==> config.mk <==
export PLATFORM = sky130hd
export DESIGN_NAME = ori_pixel_gen_flat
export DESIGN_NICKNAME = d
export VERILOG_FILES = /design/src/rtl/ori_video_pkg.sv /design/src/rtl/ori_pixel_gen_if.sv /design/src/rtl/ori_palette_ram.sv /design/src/rtl/ori_pixel_gen.sv /design/src/flat_wrapper.sv
export SDC_FILE = /design/constraint.sdc
export NUM_CORES = 1
export LEC_CHECK = 0
export CORE_MARGIN = 3
export CORE_UTILIZATION = 28
export CTS_BUF_LIST = sky130_fd_sc_hd__clkbuf_8
export DETAILED_ROUTE_END_ITERATION = 7
export GPL_TIMING_DRIVEN = 0
export SYNTH_ARGS = -nofsm -noshare
export SYNTH_HDL_FRONTEND = slang
export SYNTH_HIERARCHICAL = 1
export SYNTH_SLANG_ARGS = --single-unit
==> constraint.sdc <==
create_clock -name clk_i -period 2.65 [get_ports clk_i]
set_input_delay 0.53 -clock clk_i [delete_from_list [all_inputs] [get_ports clk_i]]
set_output_delay 0.53 -clock clk_i [all_outputs]
set_load 0.01 [all_outputs]
==> src/rtl/ori_video_pkg.sv <==
// Shared types and constants for the Orion pixel serializer.
package ori_video_pkg;

    // Video modes as presented on vmode_i.
    typedef enum logic [2:0] {
        VMODE_2C_P1  = 3'd0,
        VMODE_2C_P2  = 3'd1,
        VMODE_BLK_A  = 3'd2,
        VMODE_BLK_B  = 3'd3,
        VMODE_4C_P1  = 3'd4,
        VMODE_4C_P2  = 3'd5,
        VMODE_16C_A  = 3'd6,
        VMODE_16C_B  = 3'd7
    } vmode_e;

    // Fetch handshake states.
    typedef enum logic {
        FS_REQ  = 1'b0,
        FS_FULL = 1'b1
    } fetch_state_e;

    // Palette contents after reset; element [i] is entry i.
    localparam logic [15:0][3:0] PAL_RESET = {
        4'h0, 4'h0, 4'h0, 4'h0,
        4'h5, 4'h6, 4'h7, 4'h3,
        4'h1, 4'h2, 4'h4, 4'h0,
        4'hE, 4'h9, 4'h2, 4'h0
    };

    // Palette index for the palette-based modes; other modes return 0.
    function automatic logic [3:0] pal_index(input vmode_e m, input logic p, input logic c);
        logic [3:0] idx;
        idx = 4'h0;
        case (m)
            VMODE_2C_P1: idx = {3'b000, p};
            VMODE_2C_P2: idx = {3'b001, p};
            VMODE_4C_P1: idx = {2'b01, p, c};
            VMODE_4C_P2: idx = {2'b10, p, c};
            default:     idx = 4'h0;
        endcase
        return idx;
    endfunction

endpackage

==> src/rtl/ori_pixel_gen_if.sv <==
// Plane-word fetch handshake between the pixel serializer and the video fetch unit.
interface ori_pixel_gen_if #(
    parameter int unsigned DW = 8
) ();
    logic              req;
    logic              ack;
    logic [2*DW-1:0]   data;

    // Serializer side: raises req, receives ack/data.
    modport master (output req, input ack, input data);
    // Fetch unit side: answers req with ack/data.
    modport slave  (input req, output ack, output data);
endinterface

==> src/rtl/ori_palette_ram.sv <==
// 16-entry CPU-writable colour palette, asynchronous read, reset to PAL_RESET.
module ori_palette_ram
    import ori_video_pkg::*;
#(
    parameter int unsigned OUT_W = 4
) (
    input  logic             clk_i,
    input  logic             por_ni,
    input  logic             we_i,
    input  logic [3:0]       waddr_i,
    input  logic [OUT_W-1:0] wdata_i,
    input  logic [3:0]       raddr_i,
    output logic [OUT_W-1:0] rdata_o
);

    logic [OUT_W-1:0] r_mem [16];

    // Register file: reset table on por, single write port.
    always_ff @(posedge clk_i or negedge por_ni) begin
        if (!por_ni) begin
            for (int unsigned i = 0; i < 16; i++) begin
                r_mem[i[3:0]] <= OUT_W'(PAL_RESET[i[3:0]]);
            end
        end else if (we_i) begin
            r_mem[waddr_i] <= wdata_i;
        end
    end

    // Read sees the pre-write value during a write cycle.
    assign rdata_o = r_mem[raddr_i];

endmodule

==> src/rtl/ori_pixel_gen.sv <==
// Orion pixel serializer: fetch staging, pixel/colour shifters, palette mapping.
module ori_pixel_gen
    import ori_video_pkg::*;
#(
    parameter int unsigned DW    = 8,
    parameter int unsigned OUT_W = 4
) (
    input  logic                  clk_i,
    input  logic                  por_ni,
    input  logic                  cke_dot_i,
    input  logic                  load_i,
    input  logic                  hdouble_i,
    input  logic                  blank_i,
    input  logic [2:0]            vmode_i,
    ori_pixel_gen_if.master       fetch,
    input  logic                  pal_we_i,
    input  logic [3:0]            pal_addr_i,
    input  logic [OUT_W-1:0]      pal_data_i,
    input  logic                  urun_clr_i,
    output logic [OUT_W-1:0]      pix_col_o,
    output logic                  underrun_o
);

    fetch_state_e     r_state;
    fetch_state_e     w_state_nxt;
    logic [2*DW-1:0]  r_stg;
    logic [DW-1:0]    r_pix_sh;
    logic [DW-1:0]    r_col_sh;
    logic [DW-1:0]    r_col_hold;
    logic             r_phase;
    logic             r_underrun;
    logic [OUT_W-1:0] r_pix_col;

    logic             w_req;
    logic             w_stg_we;
    logic             w_sh_load;
    logic [2*DW-1:0]  w_sh_data;
    logic             w_urun_set;
    vmode_e           w_vmode;
    logic             w_p;
    logic             w_c;
    logic [3:0]       w_pal_idx;
    logic [OUT_W-1:0] w_pal_rd;
    logic [OUT_W-1:0] w_col_nxt;

    // Fetch FSM state register.
    always_ff @(posedge clk_i or negedge por_ni) begin
        if (!por_ni) r_state <= FS_REQ;
        else         r_state <= w_state_nxt;
    end

    // Fetch FSM next state, staging write and shifter load source.
    always_comb begin
        w_state_nxt = r_state;
        w_req       = 1'b0;
        w_stg_we    = 1'b0;
        w_sh_load   = 1'b0;
        w_sh_data   = '0;
        w_urun_set  = 1'b0;
        case (r_state)
            FS_REQ: begin
                w_req = 1'b1;
                if (load_i) begin
                    // A load while still requesting either bypasses the arriving word
                    // straight into the shifters or loads zeros as an underrun.
                    w_sh_load = 1'b1;
                    if (fetch.ack) w_sh_data = fetch.data;
                    else           w_urun_set = 1'b1;
                end else if (fetch.ack) begin
                    w_stg_we    = 1'b1;
                    w_state_nxt = FS_FULL;
                end
            end
            FS_FULL: begin
                if (load_i) begin
                    w_sh_load   = 1'b1;
                    w_sh_data   = r_stg;
                    w_state_nxt = FS_REQ;
                end
            end
            default: w_state_nxt = FS_REQ;
        endcase
    end

    assign fetch.req = w_req;

    // Staging word capture on an accepted fetch.
    always_ff @(posedge clk_i or negedge por_ni) begin
        if (!por_ni)       r_stg <= '0;
        else if (w_stg_we) r_stg <= fetch.data;
    end

    // Shifters and doubling phase; a cell load beats a same-cycle shift.
    always_ff @(posedge clk_i or negedge por_ni) begin
        if (!por_ni) begin
            r_pix_sh   <= '0;
            r_col_sh   <= '0;
            r_col_hold <= '0;
            r_phase    <= 1'b0;
        end else if (w_sh_load) begin
            r_pix_sh   <= w_sh_data[DW-1:0];
            r_col_sh   <= w_sh_data[2*DW-1:DW];
            r_col_hold <= w_sh_data[2*DW-1:DW];
            r_phase    <= 1'b0;
        end else if (cke_dot_i) begin
            if (!hdouble_i || r_phase) begin
                r_pix_sh <= {r_pix_sh[DW-2:0], 1'b0};
                r_col_sh <= {r_col_sh[DW-2:0], 1'b0};
            end
            r_phase <= ~r_phase;
        end
    end

    // Sticky underrun flag; set wins over clear.
    always_ff @(posedge clk_i or negedge por_ni) begin
        if (!por_ni)         r_underrun <= 1'b0;
        else if (w_urun_set) r_underrun <= 1'b1;
        else if (urun_clr_i) r_underrun <= 1'b0;
    end

    assign w_vmode   = vmode_e'(vmode_i);
    assign w_p       = r_pix_sh[DW-1];
    assign w_c       = r_col_sh[DW-1];
    assign w_pal_idx = pal_index(w_vmode, w_p, w_c);

    ori_palette_ram #(
        .OUT_W (OUT_W)
    ) u_pal (
        .clk_i   (clk_i),
        .por_ni  (por_ni),
        .we_i    (pal_we_i),
        .waddr_i (pal_addr_i),
        .wdata_i (pal_data_i),
        .raddr_i (w_pal_idx),
        .rdata_o (w_pal_rd)
    );

    // Colour mapper: palette modes, direct 16-colour modes, blanking.
    always_comb begin
        w_col_nxt = '0;
        if (!blank_i) begin
            case (w_vmode)
                VMODE_2C_P1, VMODE_2C_P2,
                VMODE_4C_P1, VMODE_4C_P2: w_col_nxt = w_pal_rd;
                VMODE_16C_A, VMODE_16C_B: w_col_nxt = w_p ? r_col_hold[OUT_W-1:0]
                                                          : OUT_W'(r_col_hold >> OUT_W);
                default:                  w_col_nxt = '0;
            endcase
        end
    end

    // Registered colour output.
    always_ff @(posedge clk_i or negedge por_ni) begin
        if (!por_ni) r_pix_col <= '0;
        else         r_pix_col <= w_col_nxt;
    end

    assign pix_col_o  = r_pix_col;
    assign underrun_o = r_underrun;

endmodule

==> src/flat_wrapper.sv <==
// flat-port wrapper written by rule: the top's interface ports become plain ports
module ori_pixel_gen_flat import ori_video_pkg::*;
#(
    parameter int unsigned DW    = 8,
    parameter int unsigned OUT_W = 4
)
  (clk_i, por_ni, cke_dot_i, load_i, hdouble_i, blank_i, vmode_i, pal_we_i, pal_addr_i, pal_data_i, urun_clr_i, pix_col_o, underrun_o, fetch_req, fetch_ack, fetch_data);
  ori_pixel_gen_if #(.DW(DW)) fetch_i ();
  input  logic clk_i;
  input  logic por_ni;
  input  logic cke_dot_i;
  input  logic load_i;
  input  logic hdouble_i;
  input  logic blank_i;
  input  logic [2:0] vmode_i;
  input  logic pal_we_i;
  input  logic [3:0] pal_addr_i;
  input  logic [OUT_W-1:0] pal_data_i;
  input  logic urun_clr_i;
  output logic [OUT_W-1:0] pix_col_o;
  output logic underrun_o;
  output wire logic [$bits(fetch_i.req)-1:0] fetch_req;
  input wire logic [$bits(fetch_i.ack)-1:0] fetch_ack;
  input wire logic [$bits(fetch_i.data)-1:0] fetch_data;
  assign fetch_req = fetch_i.req;
  assign fetch_i.ack = fetch_ack;
  assign fetch_i.data = fetch_data;
  ori_pixel_gen #(.DW(DW), .OUT_W(OUT_W)) u_core (.clk_i(clk_i), .por_ni(por_ni), .cke_dot_i(cke_dot_i), .load_i(load_i), .hdouble_i(hdouble_i), .blank_i(blank_i), .vmode_i(vmode_i), .fetch(fetch_i), .pal_we_i(pal_we_i), .pal_addr_i(pal_addr_i), .pal_data_i(pal_data_i), .urun_clr_i(urun_clr_i), .pix_col_o(pix_col_o), .underrun_o(underrun_o));
endmodule
==> reports/results.ini <==
[sta]
worst_pin_slew_ns=0.693
max_freq_mhz=397
period_needed_ns=2.52
setup_viol=0
min_period_over_period_pct=95.1
setup_tns_ns=0
rsz0062_at_grt=no
hold_viol=0
drv_slew=0
slew_headroom_pct=53.7
skew_ns=0.00657

[floorplan]
die_w_um=142
dieArea_sq_mm=0.0203
initial_core_util_pct=28.7
std_cell_rows=49
core_sq_mm=0.0181
io_pins=42
dieHeight_um=142

[grt]
grt_use_total_pct=11.7
first_global_vias=3467
antenna_found_initial=0
grt_pass1_wl_um=18600
grt-ovfl-total=0
grt_max_degree=77

[synth]
yosysSeqAreaShare_pct=53.7
ys_warn_count=6
ys_types=30
synth_nets=415
ys_seq_elements=111
syn-cell-area_sq_mm=0.00521
synth_area_per_cell_sq_um=13.7
netlist_instances=379

[power]
ir_drop_uv=212
internal-power_uw=3150
power_density_mw_per_mm2=690
switchingPower_uw=1090
pwr-share-seq_pct=52.9
sw_frac_of_total_pct=25.7
clkPwrFrac_pct=27.1
p_leak_uw=0.00257
pwr-share-comb_pct=20.0

[finish]
diodes=0
final_common_cell=dfrtp_1
layout-drive-gt1-share_pct=30.6
stdcell_area_sq_mm=0.00614
layout_common_cells=93 x dfrtp_1, 74 x mux2_2, 38 x clkdlybuf4s50_1
layout.cells.non_filler=664
fin_nets=466
fillers=1747
syn2layout_area_growth_pct=17.9

[critical_path]
crit_type=input port to flip-flop
critical_path_buf_inv_count=4
critical_path.top_delay_family=buffers and inverters
slowest_delay_ns=0.43
cp.arrival_ns=2.80
cpMostUsedCell=clkbuf_1
critPathMaxFanout=10
critPathLaunchType=input port
worst_setup_path_end_kind=flip-flop
cp_slowest_cell=clkdlybuf4s50_1
required_ns=2.93
worstPathCellList=clkdlybuf4s50_1, clkbuf_1, nor2_1, clkbuf_1, clkbuf_4, mux4_2, a22oi_1, nand3_1, nand2b_1, a21oi_1

[place]
port_buffers=39
dpl.cell_count=648
place_area_sq_mm=0.00591
dp_hpwl_um=8160
gp_congestion=0.766

[clock_network]
clock_tree.root_cell=clkbuf_8
path_clk_slew_ns=0.10
cts_buffer_depth=2
insertion_delay_ns=0.39
post_cts_buffers=0
cts_buffers=9
htreeDepth=3
cts_tree=yes
cts_sinks=111

[status]
outcome=finished, final reports clean

[routing]
post_drt_wl_per_cell_um=16.9
drt_iter0_markers=248
dr_total_vias=3251
drc_errors=0
avgViaCountPerCell=4.90
ant_nets=0
detail_route.first_pass.iterations=4
drt_wl_total_um=11200

[flow_run]
maxCapViolations=0

[min_path]
hold_path_class=input port to async pin

sequential cells by signal, indices dropped and copies added (netlist names):
name	flops
u_core/pix_col_o	4
u_core/r_col_hold	8
u_core/r_col_sh	8
u_core/r_phase	1
u_core/r_pix_sh	8
u_core/r_state	1
u_core/r_stg	16
u_core/u_pal/r_mem	64
u_core/underrun_o	1
cells by family after synthesis:
| group | after synthesis | share of synthesized area (%) |
|---|---|---|
| compound gates | 50 | 6.92 |
| flops | 111 | 53.7 |
| mux | 102 | 27.2 |
| simple gates | 88 | 8.91 |
| xor+xnor | 1 | 0.168 |
| buf+inv | 27 | 3.07 |
what timing repair did:
| item | in CTS | in global routing |
|---|---|---|
| gates resized for setup | 0 | 1 |
| hold buffers | 0 | 0 |
| endpoints found under the setup margin | 0 | 2 |
area by class of cell:
cell class / count / area, sq um / share of cell area [%]
flip-flops and latches: 111 / 2800 / 45.6
plain buffers: 24 / 151 / 2.46
repair buffers: 40 / 415 / 6.76
clock buffers: 10 / 138 / 2.24
multi-input cells: 241 / 2250 / 36.6
well taps: 229 / 287 / 4.66
inverters: 3 / 11.3 / 0.183
clock inverters: 6 / 91.3 / 1.49
worst register-to-register path: cells and delay by family (launching register included):
family | cells | cell delay, ns
AO/OA/AOI/OAI | 2 | 0.25
buffers and inverters | 3 | 0.95
flip-flops | 1 | 0.33
multiplexers | 2 | 0.49
AND/OR/NAND/NOR | 3 | 0.32
synth_stat cells (all sizes together):
| cell | number | area share (%) |
|---|---|---|
| dfrtp | 93 | 45 |
| mux2 | 84 | 19 |
| nand2 | 21 | 1.5 |
| a21oi | 20 | 1.9 |
| dfstp | 18 | 9.1 |
| nor2 | 17 | 1.2 |
| mux4 | 16 | 7.9 |
| nand3b | 16 | 2.3 |
| a221o | 14 | 2.7 |
| clkbuf | 14 | 1.0 |
| nand3 | 13 | 1.2 |
| buf | 10 | 1.8 |
| nand2b | 10 | 1.2 |
| a21o | 7 | 1.0 |
| a22oi | 6 | 0.86 |
| and3 | 3 | 0.36 |
| inv | 3 | 0.22 |
| nor2b | 3 | 0.36 |
| mux2i | 2 | 0.38 |
| nor3b | 2 | 0.29 |
| o2bb2ai | 2 | 0.34 |
| or3 | 2 | 0.24 |
| and3b | 1 | 0.17 |
| o21ai | 1 | 0.096 |
| xnor2 | 1 | 0.17 |
power by group through the flow:
stage | sequential [uW] | clock (uW) | combinational, uW
2_1_floorplan | 2210 | 0 | 602
3_3_place_gp | 2250 | 0 | 824
3_5_place_dp | 2270 | 0 | 856
4_1_cts | 2240 | 1200 | 860
5_1_grt | 2290 | 1250 | 928
6_report | 2240 | 1150 | 847
through the flow:
stage / hold slack, ns / utilization, % / setup WS [ns] / power (uW)
6_report: 0.0824 / 33.9 / 0.130 / 4240
5_1_grt: 0.116 / 33.9 / 0.0253 / 4460
4_1_cts: 0.0868 / 33.8 / 0.0999 / 4300
3_5_place_dp: 0.472 / 32.6 / -0.316 / 3130
3_3_place_gp: 0.464 / 32.4 / -2.97 / 3080
2_1_floorplan: 0.234 / - / 0.451 / 2810
layer usage:
metal / GRT usage (%) / part of all wire (%) / up-vias
met2: 18.4 / 48 / 54
met1: 15.8 / 47 / 1680
met3: 2.72 / 3.4 / 14
met5: 0 / 0 / -
li1: - / - / 1503
met4: 4.50 / 1.8 / 0
final timing paths:
kind / startpoint / end / slack, ns / depth (start not counted)
setup / recovery: vmode_i[1] / u_core/pix_col_o[0] / 0.13 / 10
hold / removal: por_ni / u_core/r_stg[9] / 0.08 / 1
setup reg to reg: u_core/r_pix_sh[7] / u_core/pix_col_o[0] / 0.20 / 10
hold reg to reg: u_core/r_col_hold[2] / u_core/r_col_hold[2] / 0.49 / 1
max in group asynchronous: por_ni / u_core/u_pal/r_mem[16] / 1.80 / 2
min in group clk_i: u_core/r_col_hold[2] / u_core/r_col_hold[2] / 0.49 / 1
(Power assumes the default switching activity.)
==> patch 1: new RTL, same flow settings <==
Register the input `vmode_i` before use, without a reset. The logic sees it one clock later. The other inputs are not delayed to match.
--- a/src/rtl/ori_pixel_gen.sv
+++ b/src/rtl/ori_pixel_gen.sv
@@ -20,6 +20,12 @@
     output logic [OUT_W-1:0]      pix_col_o,
     output logic                  underrun_o
 );
+
+    logic [2:0] vmode_q;
+
+    always_ff @(posedge clk_i) begin
+        vmode_q <= vmode_i;
+    end
 
     fetch_state_e     r_state;
     fetch_state_e     w_state_nxt;
@@ -118,7 +124,7 @@
         else if (urun_clr_i) r_underrun <= 1'b0;
     end
 
-    assign w_vmode   = vmode_e'(vmode_i);
+    assign w_vmode   = vmode_e'(vmode_q);
     assign w_p       = r_pix_sh[DW-1];
     assign w_c       = r_col_sh[DW-1];
     assign w_pal_idx = pal_index(w_vmode, w_p, w_c);
Check against the original RTL: not equivalent (a bounded check fails within 4 cycles, from zero or initial values).
==> patch 1 against the unedited design <==
- final cell count up 3.0%
- maximum frequency up 5.3%
- cell area up 4.2%
- routed wire length up 4.6%
- core utilization up 1.4 points
- sequential cell count up 3
- register-to-register slack better by 0.06 ns
- synthesized area up 0.38%
- total power up 16%
- worst setup slack better by 0.13 ns
- critical endpoint is now u_core/pix_col_o[2]
- highest routed layer unchanged
==> patch 1: results (changes against the unedited design) <==
| Metric | Value |
|---|---|
| Status | `finished clean (unchanged)` |
| First-pass GRT wire length | `19.39 mm (was 18.60 mm)` |
| Met2 WL | `5.725 mm (was 5.335 mm)` |
| Met1 Usage GRT | `15.93% (was 15.80%)` |
| Post-cts sizing count | `0 (unchanged)` |
| Fraction of registers with async set/reset | `97.37% (was 100.0%)` |
| Buffers on Ports | `41 (was 39)` |
| Vias | `3339 (was 3251)` |
| Drt first-iter violations | `185 (was 248)` |
| Post-DP HPWL | `8.390 mm (was 8.162 mm)` |
| Top sig layer | `met4 (unchanged)` |
| CTS Root Cell | `clkbuf_8 (unchanged)` |
| CTS Buf Count | `17 (was 9)` |
| Slew HR | `49.66% (was 53.73%)` |
| Slowest stage delay, CP | `0.39 ns (was 0.43 ns)` |
| Biggest regs | `u_core/u_pal/r_mem: 64 flops, u_core/r_stg: 16 flops (unchanged)` |
| Met2 track demand over resource | `19.96% (was 18.41%)` |
| Peak VDD IR | `0.0002571 V (was 0.0002120 V)` |
| Fin nets | `478 (was 466)` |
| Routed wl met3 | `508 µm (was 385 µm)` |
| M3 GR Usage | `3.985% (was 2.722%)` |
| Fill count | `1746 (was 1747)` |
| Highest net fanout along the worst path | `10 (unchanged)` |
| Worst Slack Setup Final | `0.2576 ns (was 0.1297 ns)` |
| Initial antenna violation count | `0 (unchanged)` |
| Number of global-route vias before repair | `3638 (was 3467)` |
| Postcts setup bufs | `0 (unchanged)` |
| WP data arrival | `2.71 ns (was 2.80 ns)` |
| Overall Global Routing Usage | `12.48% (was 11.72%)` |
| Slowest stage cell on the critical path | `mux4_2 (was clkdlybuf4s50_1)` |
| Largest net degree at the start of global routing | `62 (was 77)` |
| YS warnings | `6 (unchanged)` |
| First-pass DRT Iterations | `4 (unchanged)` |
| Clock Path Buffers | `2 (unchanged)` |
| Antenna cells | `0 (unchanged)` |
| Leak | `2.673 nW (was 2.570 nW)` |
| Layout cells sized above 1 | `31.65% (was 30.57%)` |
| Final Wtd Congestion | `0.7685 (was 0.7656)` |
| Clock Skew | `0.01150 ns (was 0.006573 ns)` |
| Setup WS pre-CTS | `0.1030 ns (was -0.3162 ns)` |
| Clock transition at path regs | `0.08 ns (was 0.10 ns)` |
| Family with the most delay on the worst path | `buffers and inverters (unchanged)` |
| Clk Latency, worst-skew pair | `0.44 ns (was 0.39 ns)` |
| Seq/Total Area, Yosys | `54.69% (was 53.75%)` |
| Post-synth top cells | `dfrtp_1, mux2_2, nand2_1 (unchanged)` |
| Wl on met1 | `5.291 mm (was 5.300 mm)` |
| Library cells used by synthesis | `33 (was 30)` |
| H-tree levels | `4 (was 3)` |
| Routed wire length per instance | `17.15 µm (was 16.89 µm)` |
| Hold Crit Class | `in2async (unchanged)` |
| Commonest register cell after synthesis | `dfrtp_1 (unchanged)` |
| Syn nets | `417 (was 415)` |
| Synth area leaders | `dfrtp_1, mux2_2, dfstp_2 (unchanged)` |
## patch 1: report_power, final
part	total (mW)	internal, mW	switching [mW]
sequential	2.29	2.12	0.163
combinational	0.837	0.493	0.344
clock	1.79	1.07	0.721
## patch 1: worst paths after layout
| check | start | end | cells after the start |
|---|---|---|---|
| setup / recovery | u_core/r_pix_sh[7] | u_core/pix_col_o[2] | 10 |
| hold / removal | por_ni | u_core/underrun_o | 1 |
| setup reg to reg | u_core/r_pix_sh[7] | u_core/pix_col_o[2] | 10 |
| hold reg to reg | u_core/r_col_hold[6] | u_core/r_col_hold[6] | 1 |
| max in group asynchronous | por_ni | u_core/u_pal/r_mem[24] | 2 |
| min in group clk_i | u_core/r_col_hold[6] | u_core/r_col_hold[6] | 1 |
## patch 1: area by class of cell
class	count	area, µm²	share of cell area, %
inverters	3	11.26	0.1760
plain buffers	23	145.1	2.268
clock inverters	13	183.9	2.874
clock buffers	19	261.5	4.087
flip-flops and latches	114	2860	44.70
multi-input cells	241	2215	34.61
repair buffers	42	435.4	6.805
well taps	229	286.5	4.478
## patch 1: through the flow
stage               setup TNS (ns)  instance area (µm²)  cells  hold slack [ns]  power (mW)
detailed placement               0                 5952    652           0.4691       3.162
floorplan                        0                 5230    381           0.2344       2.839
global placement           -311.49                 5927    651           0.4596       3.104
global route                     0                 6399    684           0.1627       5.186
finish                           0                 6399    684           0.1384       4.918
CTS                              0                 6397    684           0.1258       4.988
## patch 1: cells by family (layout without fill, tap and decap cells)
| group | after synthesis | in the layout | share of synthesized area, % |
|---|---|---|---|
| simple gates | 88 | 88 | 8.923 |
| compound gates | 50 | 50 | 6.890 |
| buf+inv | 26 | 100 | 2.966 |
| xor+xnor | 1 | 1 | 0.1675 |
| mux | 102 | 102 | 26.36 |
| flops | 114 | 114 | 54.69 |
==> patch 2: new RTL, config.mk and constraints unchanged <==
Without the edit above. `OUT_W` is set to 4 in 3 places; all go to 3.
--- a/src/rtl/ori_palette_ram.sv
+++ b/src/rtl/ori_palette_ram.sv
@@ -2,7 +2,7 @@
 module ori_palette_ram
     import ori_video_pkg::*;
 #(
-    parameter int unsigned OUT_W = 4
+    parameter int unsigned OUT_W = 3
 ) (
     input  logic             clk_i,
     input  logic             por_ni,
--- a/src/rtl/ori_pixel_gen.sv
+++ b/src/rtl/ori_pixel_gen.sv
@@ -3,7 +3,7 @@
     import ori_video_pkg::*;
 #(
     parameter int unsigned DW    = 8,
-    parameter int unsigned OUT_W = 4
+    parameter int unsigned OUT_W = 3
 ) (
     input  logic                  clk_i,
     input  logic                  por_ni,
--- a/src/flat_wrapper.sv
+++ b/src/flat_wrapper.sv
@@ -2,7 +2,7 @@
 module ori_pixel_gen_flat import ori_video_pkg::*;
 #(
     parameter int unsigned DW    = 8,
-    parameter int unsigned OUT_W = 4
+    parameter int unsigned OUT_W = 3
 )
   (clk_i, por_ni, cke_dot_i, load_i, hdouble_i, blank_i, vmode_i, pal_we_i, pal_addr_i, pal_data_i, urun_clr_i, pix_col_o, underrun_o, fetch_req, fetch_ack, fetch_data);
   ori_pixel_gen_if #(.DW(DW)) fetch_i ();
Interface: changed (resized pal_data_i and pix_col_o); port bits go from 42 to 40. No check against the original RTL was run, so the function may have changed too.
==> patch 2 against the unedited design <==
- critical path depth is 2 lower
- clock skew rose by 0.0014 ns
- sequential cell count down 19
- worst setup slack improved by 0.22 ns
- cell area is 16% lower
- sequential power down 17%
- total power shrank 17%
- final cell count shrank 15%
- register-to-register slack gained 0.15 ns
- routed wire length is 19% lower
- synthesized area is 17% lower
- clock power shrank 17%
- highest routed layer unchanged
==> patch 2: results (changes against the unedited design) <==
| Metric | Value |
|---|---|
| Largest net degree at the start of global routing | `62 (was 77)` |
| WP data arrival | `2.55 ns (was 2.80 ns)` |
| RR Endpoint | `u_core/pix_col_o[1] (was u_core/pix_col_o[0])` |
| R2R depth | `8 (was 10)` |
| Final Wtd Congestion | `0.7612 (was 0.7656)` |
| Clock transition at path regs | `0.09 ns` |
| Clock Skew | `0.008016 ns (was 0.006573 ns)` |
| Post-synth top cells | `dfrtp_1, mux2_2, nand2_1 (unchanged)` |
| Measured slew at the worst slew-check pin | `0.6719 ns (was 0.6926 ns)` |
| Via density | `4.963 (was 4.896)` |
| WS Path Type | `reg2reg (was in2reg)` |
| Overall Global Routing Usage | `11.35% (was 11.72%)` |
| Dpl cells | `549 (was 648)` |
| Setup WS pre-CTS | `-0.2752 ns (was -0.3162 ns)` |
| Post-DP Area | `0.004942 mm² (was 0.005912 mm²)` |
| Fill count | `1451 (was 1747)` |
| Biggest regs | `u_core/u_pal/r_mem: 48 flops, u_core/r_stg: 16 flops (was u_core/u_pal/r_mem: 64 flops, u_core/r_stg: 16 flops)` |
| Post-DP HPWL | `6.538 mm (was 8.162 mm)` |
| YS warnings | `6 (unchanged)` |
| Commonest register cell after synthesis | `dfrtp_1 (unchanged)` |
| Slowest stage delay, CP | `0.57 ns (was 0.43 ns)` |
| Slowest stage cell on the critical path | `mux4_2 (was clkdlybuf4s50_1)` |
| Buffers on Ports | `35 (was 39)` |
| Synth area leaders | `dfrtp_1, mux2_2, dfstp_2 (unchanged)` |
| Library cells used by synthesis | `33 (was 30)` |
| Highest net fanout along the worst path | `10 (unchanged)` |
| Seq/Total Area, Yosys | `53.55% (was 53.75%)` |
| Synth Area per Inst | `13.18 µm² (was 13.75 µm²)` |
| Non-filler instance count after layout | `565 (was 664)` |
| Clk Latency, worst-skew pair | `0.35 ns (was 0.39 ns)` |
| Fin nets | `411 (was 466)` |
| Drt first-iter violations | `196 (was 248)` |
| Post-Route WL | `9.122 mm (was 11.22 mm)` |
| First-pass DRT Iterations | `6 (was 4)` |
| Status | `finished clean (unchanged)` |
| CTS Root Cell | `clkbuf_8 (unchanged)` |
| Number of global-route vias before repair | `2965 (was 3467)` |
| First-pass GRT wire length | `15.10 mm (was 18.60 mm)` |
| Crit share post-route | `86.82% (was 95.11%)` |
| Layout cells sized above 1 | `32.81% (was 30.57%)` |
| Peak VDD IR | `0.0002760 V (was 0.0002120 V)` |
| Syn nets | `364 (was 415)` |
| Reg2reg setup slack | `0.35 ns (was 0.20 ns)` |
| Family with the most delay on the worst path | `multiplexers (was buffers and inverters)` |
| WHS | `0.1113 ns (was 0.08236 ns)` |
| Leak | `2.112 nW (was 2.570 nW)` |
| Fraction of registers with async set/reset | `100.0% (unchanged)` |
## patch 2: changes by cell type after synthesis, sizes merged, moves of 2 or more
cell    before  now
dfrtp       93   76
mux2        84   67
mux4        16   12
nand2b      10    6
nor2        17   13
clkbuf      14   11
nor3         0    3
a21o         7    5
dfstp       18   16
or4          0    2
## patch 2: cell type report
type                    instances  area, µm²  share of cell area (%)
inverters                       4      15.01                  0.2918
repair buffers                 36      375.4                   7.296
clock buffers                  10      137.6                   2.675
clock inverters                 6      63.81                   1.240
multi-input cells             213       1887                   36.67
plain buffers                  20      113.9                   2.213
well taps                     184      230.2                   4.475
flip-flops and latches         92       2322                   45.14
## patch 2: report_power, final
group	leakage [nW]	switching (mW)	internal [mW]	total (mW)
registers	1.11	0.146	1.72	1.86
clock network	0.0983	0.499	0.460	0.959
logic	0.904	0.271	0.422	0.693
total	2.11	0.916	2.60	3.51
## patch 2: metrics by stage
| stage | TNS [ns] | utilization [%] | power [mW] |
|---|---|---|---|
| 6_report | 0 | 34.61 | 3.514 |
| 5_1_grt | 0 | 34.61 | 3.702 |
| 4_1_cts | 0 | 34.60 | 3.557 |
| 3_5_place_dp | -0.7734 | 33.25 | 2.588 |
| 3_3_place_gp | -186.31 | 33.08 | 2.555 |
| 2_1_floorplan | 0 | - | 2.335 |
## patch 2: routing by layer
metal / up-vias / routed length (µm) / global-route usage, %
met3: 8 / 226 / 1.789
met5: - / 0 / 0
li1: 1304 / - / -
met2: 34 / 4503 / 18.07
met4: 0 / 147 / 5.082
met1: 1458 / 4245 / 15.34
## patch 2: cells by family (layout without fill, tap and decap cells)
family	after synthesis	count (layout)	share of synthesized area [%]
mux	81	81	24.96
flops	92	92	53.55
buf+inv	24	76	2.943
compound gates	46	46	7.675
xor+xnor	1	1	0.2020
simple gates	85	85	10.68
